**config.mk**
```make
export PLATFORM = sky130hd
export DESIGN_NAME = axis_splitter_n
export DESIGN_NICKNAME = d
export VERILOG_FILES = /design/src/rtl/axis_split_pkg.sv /design/src/rtl/axis_lane_fifo.sv /design/src/rtl/axis_splitter_n.sv
export SDC_FILE = /design/constraint.sdc
export NUM_CORES = 1
export LEC_CHECK = 0
export CORE_MARGIN = 2
export CORE_UTILIZATION = 42
export DETAILED_ROUTE_END_ITERATION = 7
export SLEW_MARGIN = 0
export SYNTH_ARGS = -nofsm -noshare
export SYNTH_HDL_FRONTEND = slang
export SYNTH_SLANG_ARGS = --single-unit
```
**constraint.sdc**
```tcl
create_clock -name aclk -period 5.5 [get_ports aclk]
set_input_delay 0.55 -clock aclk [delete_from_list [all_inputs] [get_ports aclk]]
set_output_delay 0.55 -clock aclk [all_outputs]
set_load 0.1 [all_outputs]
```
**src/rtl/axis_split_pkg.sv**
```systemverilog
// Shared defaults, legal ranges and packet-tracker state encoding for the
// AXI-Stream lane splitter.
package axis_split_pkg;

    localparam int LANE_W_DEF  = 16;
    localparam int N_LANES_DEF = 2;
    localparam int DEPTH_DEF   = 4;

    localparam int N_LANES_MIN = 1;
    localparam int N_LANES_MAX = 8;
    localparam int DEPTH_MIN   = 2;

    typedef logic [0:0] trk_state_t;

    // state   | meaning
    // IDLE    | between packets, next accepted beat is a packet start
    // PKT     | inside a packet, lane mask frozen in act_mask
    localparam trk_state_t ST_IDLE = 1'b0;
    localparam trk_state_t ST_PKT  = 1'b1;

    function automatic bit depth_legal(input int d);
        return (d >= DEPTH_MIN) && ((d & (d - 1)) == 0);
    endfunction

    function automatic bit lanes_legal(input int n);
        return (n >= N_LANES_MIN) && (n <= N_LANES_MAX);
    endfunction

endpackage

```
**src/rtl/axis_lane_fifo.sv**
```systemverilog
// Single-lane synchronous FIFO with a flop-based store; the head entry is
// presented directly from the store so a pushed beat is visible next cycle.
module axis_lane_fifo
    import axis_split_pkg::*;
#(
    parameter int W     = LANE_W_DEF + 1,
    parameter int DEPTH = DEPTH_DEF
) (
    input  logic         clk_i,
    input  logic         rst_n_i,
    input  logic         push_i,
    input  logic [W-1:0] data_i,
    output logic         full_o,
    input  logic         ready_i,
    output logic         valid_o,
    output logic [W-1:0] data_o
);

    localparam int AW = $clog2(DEPTH);
    localparam int CW = $clog2(DEPTH + 1);
    localparam logic [CW-1:0] DEPTH_C = CW'(DEPTH);

    logic [W-1:0]  mem_q [DEPTH];
    logic [AW-1:0] wr_ptr_q, wr_ptr_d;
    logic [AW-1:0] rd_ptr_q, rd_ptr_d;
    logic [CW-1:0] count_q, count_d;
    logic          pop;

    assign full_o  = (count_q == DEPTH_C);
    assign valid_o = rst_n_i && (count_q != '0);
    assign data_o  = mem_q[rd_ptr_q];
    assign pop     = valid_o && ready_i;

    // Pointers are exactly log2(DEPTH) wide, so wrap is the natural overflow.
    always_comb begin
        wr_ptr_d = wr_ptr_q;
        rd_ptr_d = rd_ptr_q;
        count_d  = count_q;
        if (push_i) begin
            wr_ptr_d = wr_ptr_q + 1'b1;
        end
        if (pop) begin
            rd_ptr_d = rd_ptr_q + 1'b1;
        end
        case ({push_i, pop})
            2'b10:   count_d = count_q + 1'b1;
            2'b01:   count_d = count_q - 1'b1;
            default: count_d = count_q;
        endcase
    end

    always_ff @(posedge clk_i) begin
        if (!rst_n_i) begin
            wr_ptr_q <= '0;
            rd_ptr_q <= '0;
            count_q  <= '0;
        end else begin
            wr_ptr_q <= wr_ptr_d;
            rd_ptr_q <= rd_ptr_d;
            count_q  <= count_d;
        end
    end

    always_ff @(posedge clk_i) begin
        if (push_i) begin
            mem_q[wr_ptr_q] <= data_i;
        end
    end

endmodule

```
**src/rtl/axis_splitter_n.sv**
```systemverilog
// Splits a wide AXI-Stream into N independently handshaken lanes, each
// buffered by its own FIFO; the lane mask is frozen for the length of a packet.
module axis_splitter_n
    import axis_split_pkg::*;
#(
    parameter int LANE_W  = LANE_W_DEF,
    parameter int N_LANES = N_LANES_DEF,
    parameter int DEPTH   = DEPTH_DEF
) (
    input  logic                      aclk,
    input  logic                      aresetn,
    input  logic [N_LANES*LANE_W-1:0] s_axis_tdata,
    input  logic                      s_axis_tvalid,
    output logic                      s_axis_tready,
    input  logic                      s_axis_tlast,
    input  logic [N_LANES-1:0]        lane_en,
    output logic [N_LANES*LANE_W-1:0] m_axis_tdata,
    output logic [N_LANES-1:0]        m_axis_tvalid,
    input  logic [N_LANES-1:0]        m_axis_tready,
    output logic [N_LANES-1:0]        m_axis_tlast
);

    trk_state_t         state_q, state_d;
    logic [N_LANES-1:0] act_mask_q, act_mask_d;
    logic [N_LANES-1:0] mask;
    logic [N_LANES-1:0] full;
    logic [N_LANES-1:0] push;
    logic               s_accept;

    assign mask = (state_q == ST_PKT) ? act_mask_q : lane_en;

    // Only registered fullness feeds tready, so a lane being drained this
    // cycle still blocks the input.
    assign s_axis_tready = aresetn && (&(~mask | ~full));
    assign s_accept      = s_axis_tvalid && s_axis_tready;

    always_comb begin
        state_d    = state_q;
        act_mask_d = act_mask_q;
        case (state_q)
            ST_IDLE: begin
                if (s_accept && !s_axis_tlast) begin
                    state_d    = ST_PKT;
                    act_mask_d = lane_en;
                end
            end
            ST_PKT: begin
                if (s_accept && s_axis_tlast) begin
                    state_d = ST_IDLE;
                end
            end
            default: state_d = ST_IDLE;
        endcase
    end

    always_ff @(posedge aclk) begin
        if (!aresetn) begin
            state_q    <= ST_IDLE;
            act_mask_q <= '0;
        end else begin
            state_q    <= state_d;
            act_mask_q <= act_mask_d;
        end
    end

    for (genvar i = 0; i < N_LANES; i++) begin : g_lane
        logic [LANE_W:0] lane_dout;

        assign push[i] = s_accept && mask[i];

        axis_lane_fifo #(
            .W     (LANE_W + 1),
            .DEPTH (DEPTH)
        ) u_fifo (
            .clk_i   (aclk),
            .rst_n_i (aresetn),
            .push_i  (push[i]),
            .data_i  ({s_axis_tdata[i*LANE_W +: LANE_W], s_axis_tlast}),
            .full_o  (full[i]),
            .ready_i (m_axis_tready[i]),
            .valid_o (m_axis_tvalid[i]),
            .data_o  (lane_dout)
        );

        assign m_axis_tdata[i*LANE_W +: LANE_W] = lane_dout[LANE_W:1];
        assign m_axis_tlast[i]                  = lane_dout[0];
    end

endmodule

```
Yosys cells after proc, flatten, opt, wreduce, memory -nomap -nowiden. Memory sizes are Yosys's and may differ from the RTL's. A register that Yosys moved wholly into a read port is not among the register bits. Index checks and enable logic that the tools add are counted.

Flip-flop bits (word level): 17. Memory bits (writable): 136. Input port bits: 40. Output and inout bits: 37. Word-level logic and storage cells: 59. Memories kept: 2.

Memories: g_lane[0].u_fifo.mem_q (words 4, width 17, rd ports 1, clocked after Yosys merged registers in 1, write ports 1, line axis_lane_fifo.sv:23) `logic [W-1:0] mem_q [DEPTH];`; g_lane[1].u_fifo.mem_q (words 4, width 17, rd ports 1, clocked after Yosys merged registers in 1, write ports 1, line axis_lane_fifo.sv:23).

Add/subtract/negate cells: 8. Eq/ne operators: 6. Multiplexer cells: 14. Bitwise logic cells: 4. Reduce and logical (&&, ||, !) cells: 17.

Operators by type and width (count): 3-bit one-hot mux with 2 select lines (2); 1-bit logical AND (10); 2-bit two-way mux (5); 2-bit by 1-bit adder with 2-bit output (second input constant) (4); 3-bit by 1-bit adder with 3-bit output (second input constant) (2); 3-bit equality test (second input constant) (2); 1-bit two-way mux (6); 3-bit nonzero test (2); 3-bit by 1-bit subtractor with 3-bit output (second input constant) (2); 2-bit by 1-bit equality test with 1-bit output (second input constant) (2); 2-bit equality test (second input constant) (2); 2-bit NOT (2); 2-bit AND reduction (2); 2-bit nonzero test (2); 2-bit OR (1); 1-bit one-hot mux with 2 select lines (1); 1-bit logical NOT (1); 1-bit NOT (1).

Depth between registers and ports, before layout.
Word-level depth: 9. Gate-level depth with buffers: 11. Mapped depth without buffers: 10.

Cells and area by module. A second synthesis with hierarchy kept.

Cell total of the unflattened synthesis: 297. Area total of the unflattened synthesis: 6082.1 um^2.

By module, submodules not included: axis_lane_fifo (instances 2, cells each 139, area each 2946.6 um^2, sequential area each 2222.1 um^2); axis_splitter_n (instances 1, cells each 19, area each 188.9 um^2, sequential area each 60.1 um^2).

Worst setup path before layout. Ideal clock, no wire load.

Kind: input-to-output. From: in lane_en[1]. To: out s_axis_tready. Data arrival time: 2401 ps. Data required time: 4950 ps. Path slack: 2549 ps. Stages on the path: 4. Path buffers: 0. Cells stage by stage: mux2_2 > nand2_1 > nand2_1 > a21oi_1.

Word-level cells in the longest chain between the ends: 5.

RTL lines: from (decl) (line axis_splitter_n.sv:16) `input logic [N_LANES-1:0] lane_en,`; 2-bit two-way mux (line axis_splitter_n.sv:30) `assign mask = (state_q == ST_PKT) ? act_mask_q : lane_en;`; 2-bit NOT (line axis_splitter_n.sv:34) `assign s_axis_tready = aresetn && (&(~mask | ~full));`; 2-bit OR (line axis_splitter_n.sv:34); 2-bit AND reduction (line axis_splitter_n.sv:34); 1-bit logical AND (line axis_splitter_n.sv:34); to (decl) (line axis_splitter_n.sv:14) `output logic s_axis_tready,`.

No other way between the ends.

==> summary.txt <==
Pwr
  – Static Leak: 0.00245 µW
  – Power Dens Cells: 348 nW/µm²
  – Peak VDD IR: 0.186 mV

Timing
  – Final setup viols: 0
  – Fmax: 272 MHz
  – Final setup TNS: 0 ps
  – Final Max Slew Viols: 0
  – RSZ-0062 raised after global routing: no
  – Worst clock skew: 7.69 ps
  – Final Hold Viols: 0
  – Tmin final: 3670 ps
  – Headroom to the max-slew limit: 32.7%
  – Tcrit/Tclk final: 66.8%
  – Hold slack: 465 ps
  – Slew at the pin with the worst max-slew slack: 1010 ps

Final layout
  – Ant. Diodes: 0
  – Filler cell count: 1138
  – Layout Cells excl Fill: 579
  – Area Overhead vs Synth: 24.2%
  – Net count, final: 438
  – Layout cell share with drive strength beyond 1: 19.5%
  – Final Util: 53.8%

Placement
  – Hpwl dp: 6300 µm
  – GPL Wtd Cong: 0.710
  – IO buf count: 76
  – Dpl cells: 547

Routing
  – Remaining DRCs: 0
  – Total number of vias: 2904
  – DR iter-0 viols: 204
  – Via density per instance: 5.02
  – Final ANT Viol Nets: 0
  – Pre-antenna DRT Iters: 4
  – Final WL: 10300 µm
  – Wire per inst: 17.7 µm

Setup path
  – Crit path kind: flip-flop to primary output
  – Worst R2R Setup Slack: 2610 ps
  – Startpoint type of the worst setup path: flip-flop
  – R2R depth: 10
  – Crit end category: primary output
  – Reg2Reg Capture Point: g_lane[0].u_fifo.count_q[2]$_SDFFE_PN0P_
  – CP max FO: 12
  – Critical path data required time: 4950 ps
  – Data arrival time of the worst path: 3120 ps

Hold path
  – Hold Path Stages: 1
  – HP Start: g_lane[1].u_fifo.rd_ptr_q[1]$_SDFFE_PN0P_
  – Hold EP: g_lane[1].u_fifo.rd_ptr_q[1]$_SDFFE_PN0P_
  – Hold Crit Class: flip-flop to flip-flop

Synth
  – Post-Syn Area per Cell: 20.1 µm²
  – Register area share after synthesis: 74.3%
  – Synth Net Count: 354
  – Post-synthesis cell count: 302
  – Netlist Area Pre-Place: 6060 µm²
  – Yosys reg bits: 157
  – Cell variety after synth: 32
  – Synth warnings: 0

Clocking
  – Clk sinks: 157
  – Hold-fix buffers, CTS: 0
  – Clock buffer depth: 2
  – CTS HTree Levels: 4
  – CTS resizes: 0
  – Inserted Clock Buffers: 17
  – Setup bufs post-CTS: 0
  – TritonCTS clock tree: built
  – Later-pin clock latency in the skew report: 410 ps
  – CTS root buf: clkbuf_16
  – Clk slew on worst S/H paths: 60 ps

GRT
  – Vias in the first global route: 3054
  – First-pass GRT wire length: 15800 µm
  – Total gr overflow: 0
  – Largest net degree at the start of global routing: 24
  – Initial antenna violation count: 0
  – All-layer global routing usage: 14.4%

Die
  – Row cnt: 43
  – Boundary pin count: 77
  – Die Y: 124 µm
  – Die ar.: 15400 µm²
  – Initial Util: 43.3%
  – Die Wd: 124 µm
  – Core Box Area: 14000 µm²

Outcome
  – Status: completed

Run
  – Max-Cap Viols: 0
-- worst max path at each step --
stage	slack, ps	depth (start not counted)	endpoint	from
2_1_floorplan	2550	4	s_axis_tready	lane_en[1]
3_3_place_gp	1900	11	g_lane[0].u_fifo.count_q[2]$_SDFFE_PN0P_	aresetn
3_5_place_dp	1760	11	g_lane[0].u_fifo.count_q[2]$_SDFFE_PN0P_	aresetn
4_1_cts	1720	3	m_axis_tdata[5]	flip-flop
5_1_grt	1620	3	m_axis_tdata[5]	flip-flop
6_report	1830	3	m_axis_tdata[5]	flip-flop
-- final cells by class --
cell class	count	area (µm²)	share of cell area, %
clock buffers	25	495	6.58
clock inverters	7	38.8	0.515
inverters	12	45.0	0.598
multi-input cells	120	1450	19.2
flip-flops and latches	157	4500	59.8
well taps	180	225	2.99
repair buffers	78	776	10.3
-- per-layer routing --
layer / vias to the layer above / GRT usage [%] / routed length (µm)
met3: 9 / 4.30 / 320
met5: - / 0 / 0
met1: 1492 / 18.7 / 4550
met2: 45 / 22.9 / 5260
li1: 1358 / - / -
met4: 0 / 5.27 / 118
-- synthesized netlist by cell type --
cell type  instances  area, µm²
a2111oi_4          1       27.5
a21boi_0           2       15.0
a21oi_1            1       5.00
a221oi_2           1       15.0
a31o_1             2       17.5
and2_1            14       87.6
and2_2             1       7.51
and3_2             6       45.0
buf_1              2       7.51
buf_2              4       20.0
buf_4              2       15.0
buf_6              1       11.3
clkbuf_1           4       15.0
dfxtp_1           21        420
edfxtp_1         136       4080
fa_1               2       40.0
ha_1              10        125
inv_1             12       45.0
mux2_2             1       11.3
mux2_4             1       15.0
mux2i_1            4       40.0
mux4_2            34        766
nand2_1           16       60.1
nand2_2            1       6.26
nand3_1            2       10.0
nor2_1             1       3.75
nor3b_2            2       25.0
o21ai_0            8       40.0
o31a_1             2       17.5
or3_1              2       12.5
xnor2_1            2       17.5
xor2_1             4       35.0
-- power by group --
| part | total [µW] | leakage [µW] | internal [µW] | switching [µW] |
|---|---|---|---|---|
| clock network | 1040 | 0.000271 | 621 | 418 |
| registers | 1330 | 0.00140 | 1310 | 12.6 |
| logic | 251 | 0.000786 | 84.6 | 166 |
-- metrics by stage --
step,setup WS (ps),total power [µW],instance area (µm²)
3_3_place_gp,1900,1600,7000
3_5_place_dp,1760,1610,7000
6_report,1830,2620,7530
5_1_grt,1620,2710,7530
2_1_floorplan,2550,1530,6060
4_1_cts,1720,2650,7530
-- placed cells by master (no fill, tap or decap) --
cell               n
dfxtp_1           21
a221oi_2           1
mux2_4             1
nand2_2            1
and2_1            14
clkinv_2           6
o31a_1             2
a21oi_1            1
nand3_1            2
a2111oi_4          1
fa_1               2
buf_4              2
mux4_2            34
clkinv_4           1
mux2i_1            4
and2_2             1
inv_1             12
edfxtp_1         136
and3_2             6
clkbuf_1           4
nor2_1             1
nor3b_2            2
clkbuf_16         17
clkbuf_8           4
clkdlybuf4s50_1   76
o21ai_0            8
a31o_1             2
or3_1              2
xnor2_1            2
ha_1              10
nand2_1           16
a21boi_0           2
mux2_2             1
xor2_1             4
-- cell families after synthesis --
logic type / Yosys count / synth area share, %
flip-flops: 157 / 74.3
AND/OR/NAND/NOR: 45 / 4.25
multiplexers: 40 / 13.7
buffers and inverters: 25 / 1.88
AO/OA/AOI/OAI: 17 / 2.27
adder cells (fa/ha/maj): 12 / 2.72
XOR/XNOR: 6 / 0.867
-- registers in the layout (all words and copies together) (netlist names), named ones only --
signal	count
g_lane.u_fifo.count_q	6
g_lane.u_fifo.rd_ptr_q	4
act_mask_q	2
g_lane.u_fifo.mem_q	136
g_lane.u_fifo.wr_ptr_q	4
-- worst max-delay path, cell delays in order, from the launching register on --
cell,delay (ps)
dfxtp_1,890
buf_4,320
mux4_2,520
clkdlybuf4s50_1,980
Power figures use the tool's default switching activity.
